$ cat src/rtl/m26_arb_pkg.sv
// rtl/m26_arb_pkg.sv - shared types and round-robin helper for the Mimosa26 FIFO arbiter
package m26_arb_pkg;

    typedef enum logic {
        IDLE  = 1'b0,
        GRANT = 1'b1
    } arb_state_t;

    localparam int          GID_W  = 4;
    localparam int unsigned MAX_CH = 1 << GID_W;

    // First set bit of req after last, wrapping at n; returns 0 when req is empty.
    function automatic logic [GID_W-1:0] rr_next(
        input logic [MAX_CH-1:0] req,
        input logic [GID_W-1:0]  last,
        input int unsigned       n
    );
        logic [GID_W-1:0] pick;
        logic             found;
        int unsigned      idx;
        pick  = '0;
        found = 1'b0;
        for (int unsigned k = 1; k <= MAX_CH; k++) begin
            idx = (32'(last) + k) % n;
            if (!found && (k <= n) && req[idx[GID_W-1:0]]) begin
                pick  = idx[GID_W-1:0];
                found = 1'b1;
            end
        end
        return pick;
    endfunction

endpackage

$ cat src/rtl/m26_fifo_arbiter_if.sv
// rtl/m26_fifo_arbiter_if.sv - channel-side and downstream FWFT FIFO signals of the arbiter
interface m26_fifo_arbiter_if #(
    parameter int CHANNELS = 6
);
    logic [CHANNELS-1:0]    FIFO_EMPTY_CH;
    logic [32*CHANNELS-1:0] FIFO_DATA_CH;
    logic [CHANNELS-1:0]    FIFO_READ_CH;
    logic                   FIFO_READ;
    logic                   FIFO_EMPTY;
    logic [31:0]            FIFO_DATA;

    modport master (
        input  FIFO_EMPTY_CH, FIFO_DATA_CH, FIFO_READ,
        output FIFO_READ_CH, FIFO_EMPTY, FIFO_DATA
    );

    modport slave (
        output FIFO_EMPTY_CH, FIFO_DATA_CH, FIFO_READ,
        input  FIFO_READ_CH, FIFO_EMPTY, FIFO_DATA
    );
endinterface

$ cat src/rtl/m26_rr_pick.sv
// rtl/m26_rr_pick.sv - combinational rotating-priority picker
module m26_rr_pick
    import m26_arb_pkg::*;
#(
    parameter int CHANNELS = 6
) (
    input  logic [CHANNELS-1:0] req_i,
    input  logic [GID_W-1:0]    last_i,
    output logic [GID_W-1:0]    pick_o,
    output logic                any_o
);

    logic [MAX_CH-1:0] req_ext;

    always_comb begin
        req_ext                = '0;
        req_ext[CHANNELS-1:0]  = req_i;
    end

    assign pick_o = rr_next(req_ext, last_i, CHANNELS);
    assign any_o  = |req_i;

endmodule

$ cat src/rtl/m26_fifo_arbiter.sv
// rtl/m26_fifo_arbiter.sv - round-robin burst merge of per-plane FWFT FIFOs into one stream
module m26_fifo_arbiter
    import m26_arb_pkg::*;
#(
    parameter int CHANNELS  = 6,
    parameter int MAX_BURST = 16,
    parameter int CNT_WIDTH = 32
) (
    input  logic                 BUS_CLK,
    input  logic                 BUS_RST,
    input  logic [CHANNELS-1:0]  ENABLE,
    m26_fifo_arbiter_if.master   bus,
    output logic [GID_W-1:0]     GRANT_ID,
    output logic                 GRANT_VALID,
    output logic [CNT_WIDTH-1:0] WORD_COUNT
);

    localparam int BURST_W = $clog2(MAX_BURST + 1);

    arb_state_t           state_q;
    logic [GID_W-1:0]     grant_q;
    logic [GID_W-1:0]     last_q;
    logic [BURST_W-1:0]   burst_q;
    logic [CNT_WIDTH-1:0] count_q;

    logic [CHANNELS-1:0]  req;
    logic [GID_W-1:0]     pick;
    logic                 any;
    logic                 g_empty;
    logic                 g_en;
    logic [31:0]          g_data;
    logic                 active;
    logic                 pop;
    logic                 burst_done;
    logic [CHANNELS-1:0]  read_ch;

    assign req = ~bus.FIFO_EMPTY_CH & ENABLE;

    m26_rr_pick #(
        .CHANNELS (CHANNELS)
    ) u_pick (
        .req_i  (req),
        .last_i (last_q),
        .pick_o (pick),
        .any_o  (any)
    );

    always_comb begin
        g_empty = 1'b1;
        g_en    = 1'b0;
        g_data  = '0;
        for (int i = 0; i < CHANNELS; i++) begin
            if (grant_q == GID_W'(i)) begin
                g_empty = bus.FIFO_EMPTY_CH[i];
                g_en    = ENABLE[i];
                g_data  = bus.FIFO_DATA_CH[32*i +: 32];
            end
        end
    end

    // Reset wins over a pending pop so the downstream never sees a word that was not taken.
    assign active     = (state_q == GRANT) && !BUS_RST;
    assign pop        = active && bus.FIFO_READ && !g_empty && g_en;
    assign burst_done = (burst_q == BURST_W'(MAX_BURST - 1));

    always_comb begin
        read_ch = '0;
        for (int i = 0; i < CHANNELS; i++) begin
            read_ch[i] = pop && (grant_q == GID_W'(i));
        end
    end

    assign bus.FIFO_READ_CH = read_ch;
    assign bus.FIFO_EMPTY   = !(active && !g_empty && g_en);
    assign bus.FIFO_DATA    = active ? g_data : 32'h0;

    always_ff @(posedge BUS_CLK) begin
        if (BUS_RST) begin
            state_q <= IDLE;
            last_q  <= GID_W'(CHANNELS - 1);
            grant_q <= '0;
            burst_q <= '0;
            count_q <= '0;
        end else begin
            case (state_q)
                IDLE: begin
                    if (any) begin
                        grant_q <= pick;
                        last_q  <= pick;
                        burst_q <= '0;
                        state_q <= GRANT;
                    end
                end
                GRANT: begin
                    if (pop) begin
                        burst_q <= burst_q + 1'b1;
                        count_q <= count_q + 1'b1;
                    end
                    if ((pop && burst_done) || g_empty || !g_en) begin
                        state_q <= IDLE;
                    end
                end
            endcase
        end
    end

    assign GRANT_ID    = grant_q;
    assign GRANT_VALID = (state_q == GRANT);
    assign WORD_COUNT  = count_q;

endmodule
$ cat src/flat_wrapper.sv
// flat-port wrapper written by rule: the top's interface ports become plain ports
module m26_fifo_arbiter_flat import m26_arb_pkg::*;
#(
    parameter int CHANNELS  = 6,
    parameter int MAX_BURST = 16,
    parameter int CNT_WIDTH = 32
)
  (BUS_CLK, BUS_RST, ENABLE, GRANT_ID, GRANT_VALID, WORD_COUNT, bus_FIFO_EMPTY_CH, bus_FIFO_DATA_CH, bus_FIFO_READ, bus_FIFO_READ_CH, bus_FIFO_EMPTY, bus_FIFO_DATA);
  m26_fifo_arbiter_if #(.CHANNELS(CHANNELS)) bus_i ();
  input  logic BUS_CLK;
  input  logic BUS_RST;
  input  logic [CHANNELS-1:0] ENABLE;
  output logic [GID_W-1:0] GRANT_ID;
  output logic GRANT_VALID;
  output logic [CNT_WIDTH-1:0] WORD_COUNT;
  input wire logic [$bits(bus_i.FIFO_EMPTY_CH)-1:0] bus_FIFO_EMPTY_CH;
  input wire logic [$bits(bus_i.FIFO_DATA_CH)-1:0] bus_FIFO_DATA_CH;
  input wire logic [$bits(bus_i.FIFO_READ)-1:0] bus_FIFO_READ;
  output wire logic [$bits(bus_i.FIFO_READ_CH)-1:0] bus_FIFO_READ_CH;
  output wire logic [$bits(bus_i.FIFO_EMPTY)-1:0] bus_FIFO_EMPTY;
  output wire logic [$bits(bus_i.FIFO_DATA)-1:0] bus_FIFO_DATA;
  assign bus_i.FIFO_EMPTY_CH = bus_FIFO_EMPTY_CH;
  assign bus_i.FIFO_DATA_CH = bus_FIFO_DATA_CH;
  assign bus_i.FIFO_READ = bus_FIFO_READ;
  assign bus_FIFO_READ_CH = bus_i.FIFO_READ_CH;
  assign bus_FIFO_EMPTY = bus_i.FIFO_EMPTY;
  assign bus_FIFO_DATA = bus_i.FIFO_DATA;
  m26_fifo_arbiter #(.CHANNELS(CHANNELS), .MAX_BURST(MAX_BURST), .CNT_WIDTH(CNT_WIDTH)) u_core (.BUS_CLK(BUS_CLK), .BUS_RST(BUS_RST), .ENABLE(ENABLE), .bus(bus_i), .GRANT_ID(GRANT_ID), .GRANT_VALID(GRANT_VALID), .WORD_COUNT(WORD_COUNT));
endmodule
$ cat config.mk
export PLATFORM = sky130hd
export DESIGN_NAME = m26_fifo_arbiter_flat
export DESIGN_NICKNAME = d
export VERILOG_FILES = /design/src/rtl/m26_arb_pkg.sv /design/src/rtl/m26_fifo_arbiter_if.sv /design/src/rtl/m26_rr_pick.sv /design/src/rtl/m26_fifo_arbiter.sv /design/src/flat_wrapper.sv
export SDC_FILE = /design/constraint.sdc
export NUM_CORES = 1
export LEC_CHECK = 0
export BUFFER_PORTS_ARGS = -buffer_cell sky130_fd_sc_hd__buf_2
export CAP_MARGIN = 20
export CORE_MARGIN = 4
export CORE_UTILIZATION = 30
export CTS_BUF_LIST = sky130_fd_sc_hd__clkbuf_16
export DETAILED_ROUTE_END_ITERATION = 8
export HOLD_SLACK_MARGIN = 0.02
export PLACE_DENSITY_LB_ADDON = 0.1
export SLEW_MARGIN = 5
export SYNTH_ARGS = -nofsm -noshare
export SYNTH_HDL_FRONTEND = slang
export SYNTH_HIERARCHICAL = 1
export SYNTH_SLANG_ARGS = --single-unit
$ cat constraint.sdc
create_clock -name BUS_CLK -period 5.05 [get_ports BUS_CLK]
set_input_delay 1.2625 -clock BUS_CLK [delete_from_list [all_inputs] [get_ports BUS_CLK]]
set_output_delay 1.2625 -clock BUS_CLK [all_outputs]
set_load 0.005 [all_outputs]
# == Word level (Yosys, flattened, before mapping) ==
# Index checks and enable logic that the tools add are counted.
# word_totals
regBits,46
input_bits,207
output_inout_bits,76
wordCells,118
# op_classes
addsub,8
div_mod_pow,6
magnitude_cmp,6
eq_ne,8
muxes,48
bitwise_logic,3
n_reduce_logical,34
# ops
op,n
32-bit two-way mux,7
32-bit by 3-bit modulo with 32-bit output (second input constant),6
32-bit by 1-bit adder with 32-bit output (second input constant),1
4-bit by 5-bit less-than comparator with 1-bit output (second input constant),6
1-bit two-way mux,25
1-bit binary-select mux with 4-bit select,6
4-bit two-way mux,6
1-bit logical AND,18
4-bit by 3-bit adder with 5-bit output (second input constant),3
4-bit by 2-bit adder with 5-bit output (second input constant),2
5-bit two-way mux,2
5-bit one-hot mux with 2 select lines,1
1-bit logical NOT,9
4-bit by 2-bit equality test with 1-bit output (second input constant),2
4-bit by 3-bit equality test with 1-bit output (second input constant),2
6-bit AND,1
6-bit NOT,1
2-bit AND reduction,3
6-bit OR reduction,1
4-bit by 1-bit adder with 5-bit output (second input constant),1
5-bit by 1-bit adder with 5-bit output (second input constant),1
5-bit by 4-bit equality test with 1-bit output (second input constant),1
4-bit by 1-bit equality test with 1-bit output (second input constant),1
4-bit logical NOT,1
other kinds (5),6

# == Depth between registers and ports, before layout ==
# logic_depth
ltp_word,20
depth_mapped,25
depth_no_buf,23

# == By module ==
# The synthesis kept the hierarchy.
# by_module_without_submodules
mod,instances,cells_per_inst,area_each_um2
m26_fifo_arbiter,1,458,3530.9
m26_rr_pick,1,369,2702.6

# == Least setup slack after synthesis ==
# OpenSTA, ideal clock, no wires.
# synth_path
path_type,register -> register
start,register u_core.last_q[2]
end,register u_core.grant_q[2] (netlist: u_core/GRANT_ID[2])
t_arrival_ns,4.765
t_required_ns,4.980
slack_ns,0.215
path_stages_with_launch,21
n_path_buf,1
period_less_slack_ns,4.835
path_cell_list,dfxtp_1 > buf_6 > clkinv_1 > ha_1 > a21oi_1 > inv_2 > ha_1 > or3b_1 > mux2_2 > o211a_2 > inv_2 > ha_1 > a31oi_1 > a22oi_1 > or4_1 > a31oi_1 > nand2_1 > a21o_1 > a221oi_1 > nand2_1 > a21oi_1
# synth_via
elab_chain_len,20
# synth_rtl
element,line,text
start: declaration,m26_fifo_arbiter.sv:22,logic [GID_W-1:0] last_q;
start signal: assignment,m26_fifo_arbiter.sv:80,last_q <= GID_W'(CHANNELS - 1);
start signal: assignment,m26_fifo_arbiter.sv:89,last_q <= pick;
4-bit by 1-bit adder with 5-bit output,m26_arb_pkg.sv:24,idx = (32'(last) + k) % n;
32-bit by 3-bit modulo with 32-bit output,m26_arb_pkg.sv:24,
1-bit binary-select mux with 4-bit select,m26_arb_pkg.sv:25,if (!found && (k <= n) && req[idx[GID_W-1:0]]) begin
1-bit two-way mux (implied by the code),m26_arb_pkg.sv:25,
1-bit two-way mux,m26_arb_pkg.sv:25,
1-bit logical NOT,m26_arb_pkg.sv:25,
1-bit logical AND,m26_arb_pkg.sv:25,
1-bit two-way mux,m26_arb_pkg.sv:25,
[5 not listed],--,
1-bit two-way mux,m26_arb_pkg.sv:25,
1-bit logical NOT,m26_arb_pkg.sv:25,
1-bit logical AND,m26_arb_pkg.sv:25,
1-bit two-way mux,m26_arb_pkg.sv:25,
1-bit logical NOT,m26_arb_pkg.sv:25,
1-bit logical AND,m26_arb_pkg.sv:25,
4-bit two-way mux (*),m26_arb_pkg.sv:25,
named net u_core.pick[2],m26_fifo_arbiter.sv:27,logic [GID_W-1:0] pick;
end signal: assignment,m26_fifo_arbiter.sv:88,grant_q <= pick;
end: declaration,m26_fifo_arbiter.sv:21,logic [GID_W-1:0] grant_q;
# The timed path passes the listed nets; every way through them passes the cells marked *. The select of a mux whose other input is x is not followed.
# A chain may end at the register's enable or synchronous reset.

# == Worst setup path after layout ==
# Same ends and word-level chain as after synthesis.

==> out/summary.json <==
{
  "outcome": "finished, final reports clean",
  "drt-total-wl_um": 29200,
  "setup_repair_after_global_routing_missed_its_margin": "false",
  "route.antenna.remaining_nets": 0,
  "wl_per_cell_um": 21.5,
  "hold_slack_ns": 0.497,
  "netlist_area_mm2": 0.00623,
  "async_flop_share_pct": 0,
  "synthCells": 827,
  "finalClockSkew_ns": 0.00953,
  "cts.clk_slew.worst_paths_ns": 0.07,
  "cts_max_level": 2,
  "cts-buffers-inserted": 5,
  "sequential_share_of_the_synthesized_area_pct": 14.1,
  "total_switching_power_uw": 1780,
  "layout_setup_ws_ns": 0.372,
  "pin_count": 283,
  "critPathMaxFanout": 9,
  "power.share.sequential_pct": 11.8,
  "postSynthNetCount": 1067,
  "row_count": 52,
  "mux_share_of_post_synthesis_cell_area_pct": 4.78,
  "gr-total-overflow": 0,
  "clockPowerShare_pct": 9.4,
  "synth.ff_latch_count": 44,
  "finalHoldViolations": 0,
  "cts_root_buf": "sky130_fd_sc_hd__clkbuf_16",
  "synthDistinctLibCells": 90,
  "power_leakage_uw": 0.00339,
  "fp.dieArea_mm2": 0.0231,
  "via_per_inst": 5.81,
  "setup_violations": 0,
  "floorplan.initialDensity_pct": 30.6,
  "final_net_count": 1322,
  "worstSetupEndpointType": "flop",
  "finalWeightedCongestion": 0.930,
  "cp.arrival_ns": 4.89,
  "main_combinational_cell_family_by_area_after_synthesis": "compound AO/OA/AOI/OAI gates",
  "mostFrequentLayoutCells": "282 x sky130_fd_sc_hd__buf_2, 100 x sky130_fd_sc_hd__a22oi_1, 53 x sky130_fd_sc_hd__a21oi_1",
  "max-cap-violations": 0,
  "worst-endpoint-required_ns": 5.26,
  "floorplan.die.width_um": 152,
  "fin_tns_setup_ns": 0,
  "grt_first_pass_wirelength_um": 43400,
  "powerDensity_mw_per_mm2": 426,
  "grt_pass1_vias": 7422,
  "synthSimpleGateAreaFrac_pct": 22.8,
  "cts_tree": "yes",
  "die_y_um": 152,
  "worst_setup_path_start_kind": "flop",
  "maximum_number_of_pins_on_one_net_before_global_route_repair": 66,
  "synth-edff-count": 0,
  "ir_drop_mv": 0.167,
  "achievable-frequency_ghz": 0.214,
  "slew-limit-headroom_pct": 29.0,
  "synth-main-ff-cell": "sky130_fd_sc_hd__dfxtp_1",
  "yosys.area_share.xor_xnor_pct": 3.81,
  "synth.avg_cell_area_um2": 7.54,
  "design_area_mm2": 0.00810,
  "ctsLongestPathBuffers": 2,
  "core-area_mm2": 0.0204,
  "path_category_of_the_worst_min_delay_check": "flop to flop",
  "finalPower_uw": 3450,
  "area_growth_pct": 29.9,
  "cts_sinks": 44,
  "residual_drc": 0,
  "grt.total_usage_pct": 23.1,
  "startpoint_to_endpoint_class_of_the_critical_path": "flop to flop",
  "pre_cts_ws_ns": 0.146,
  "most_frequent_standard_cell_in_the_layout_excluding_fill_and_tap_cells": "sky130_fd_sc_hd__buf_2",
  "port_buffers": 282,
  "detailedRoute.firstIterationViolations": 593,
  "detailedPlacementHpwl_um": 23000,
  "power.combinational.fraction_pct": 78.8,
  "synth_compound_area_share_pct": 40.6,
  "drt-pass1-iter-count": 8,
  "final_period_minus_worst_setup_slack_ns": 4.68,
  "worst_pin_slew_ns": 1.06,
  "fraction_of_the_cycle_the_final_worst_path_needs_pct": 92.6,
  "layout-drive-gt1-share_pct": 34.4,
  "synth-warning-count": 6,
  "cell_internal_pwr_uw": 1670,
  "switching_share_pct": 51.6,
  "dr_total_vias": 7892,
  "antenna_found_initial": 8,
  "slew_viol_final": 0,
  "clk-insertion-delay-late_ns": 0.29,
  "synth_adder_area_share_pct": 6.62,
  "postPlaceCellArea_mm2": 0.00788,
  "fill_cells": 2201
}
-- layer usage --
metal / routed length [um] / up-vias / GRT usage [%]
met5: 21 / - / 0
met4: 869 / 4 / 7.36
met2: 14500 / 292 / 40.8
met3: 1930 / 49 / 4.63
li1: - / 3818 / -
met1: 11900 / 3729 / 28.2
-- cell usage after synthesis, drive strengths merged (15+ instances only) --
cell type | number | area share [%]
a22oi | 100 | 12
a21oi | 57 | 4.9
dfxtp | 44 | 14
nand2 | 43 | 2.6
a31oi | 41 | 4.1
clkbuf | 39 | 2.3
nor2 | 37 | 2.2
ha | 33 | 6.6
buf | 28 | 3.0
o31ai | 28 | 3.4
inv | 27 | 1.7
o21ai | 27 | 2.2
nand3 | 26 | 2.1
or4 | 26 | 3.1
o211ai | 18 | 2.2
nor3 | 17 | 1.4
xnor2 | 15 | 3.1
-- final timing paths --
path	from	to	slack [ns]	depth (start not counted)
max	u_core/last_q[2]$_SDFFE_PP1P_	u_core/GRANT_ID[2]$_SDFFE_PP0P_	0.37	19
max reg2reg	u_core/last_q[2]$_SDFFE_PP1P_	u_core/GRANT_ID[2]$_SDFFE_PP0P_	0.37	19
min	u_core/burst_q[4]$_SDFFE_PP0P_	u_core/burst_q[4]$_SDFFE_PP0P_	0.50	2
min reg2reg	u_core/burst_q[4]$_SDFFE_PP0P_	u_core/burst_q[4]$_SDFFE_PP0P_	0.50	2
-- power groups by stage --
stage	registers (uW)	logic [uW]	clock network, uW
6_report	407	2720	324
4_1_cts	404	2650	332
5_1_grt	414	2980	347
3_3_place_gp	410	2650	0
3_5_place_dp	412	2640	0
2_1_floorplan	400	1980	0
-- per-stage QoR --
step / utilization (%) / instances
floorplan: - / 827
finish: 39.8 / 1358
detailed placement: 38.7 / 1342
CTS: 39.4 / 1349
global route: 39.8 / 1357
global placement: 38.7 / 1342
-- critical path, stage by stage (launching register included) --
cell                         delay, ns
sky130_fd_sc_hd__dfxtp_2          0.39
sky130_fd_sc_hd__clkinvlp_4       0.16
sky130_fd_sc_hd__ha_1             0.28
sky130_fd_sc_hd__a21oi_2          0.27
sky130_fd_sc_hd__xnor2_4          0.22
sky130_fd_sc_hd__inv_1            0.11
sky130_fd_sc_hd__ha_1             0.33
sky130_fd_sc_hd__inv_1            0.08
sky130_fd_sc_hd__nand2_1          0.06
sky130_fd_sc_hd__a32o_1           0.22
sky130_fd_sc_hd__or2_2            0.30
sky130_fd_sc_hd__ha_1             0.33
sky130_fd_sc_hd__nor3_1           0.06
sky130_fd_sc_hd__mux2_1           0.31
sky130_fd_sc_hd__o41ai_2          0.58
sky130_fd_sc_hd__nand2_1          0.14
sky130_fd_sc_hd__a21o_1           0.22
sky130_fd_sc_hd__a221oi_1         0.24
sky130_fd_sc_hd__nand2_1          0.11
sky130_fd_sc_hd__a21oi_1          0.15
-- area by class of cell --
type	instances	area [um^2]	share of cell area [%]
multi-input cells	686	4940	61.0
flip-flops and latches	44	885	10.9
clock inverters	2	12.5	0.155
diodes	6	15.0	0.185
repair buffers	315	1660	20.5
inverters	30	119	1.47
clock buffers	5	125	1.55
well taps	270	338	4.17
-- state kept, by name, indices dropped and copies added (netlist names) --
name and count:
u_core/WORD_COUNT 32, u_core/last_q 2, u_core/burst_q 5, u_core/GRANT_ID 4, u_core/GRANT_VALID 1
-- logic make-up after synthesis --
kind of cell / Yosys count
buffers and inverters: 97
AOI/OAI and AO/OA: 355
other: 1
adders and majority gates: 33
muxes: 28
xor gates and xnor gates: 19
and+or+nand+nor: 250
DFF: 44
-- repair_timing --
action,CTS,global route
endpoints found under the setup margin,0,5
resized for setup,0,9
hold buffers,0,0
hold endpoints to repair,0,0
buffers inserted,0,3
Power figures use the tool's default switching activity.
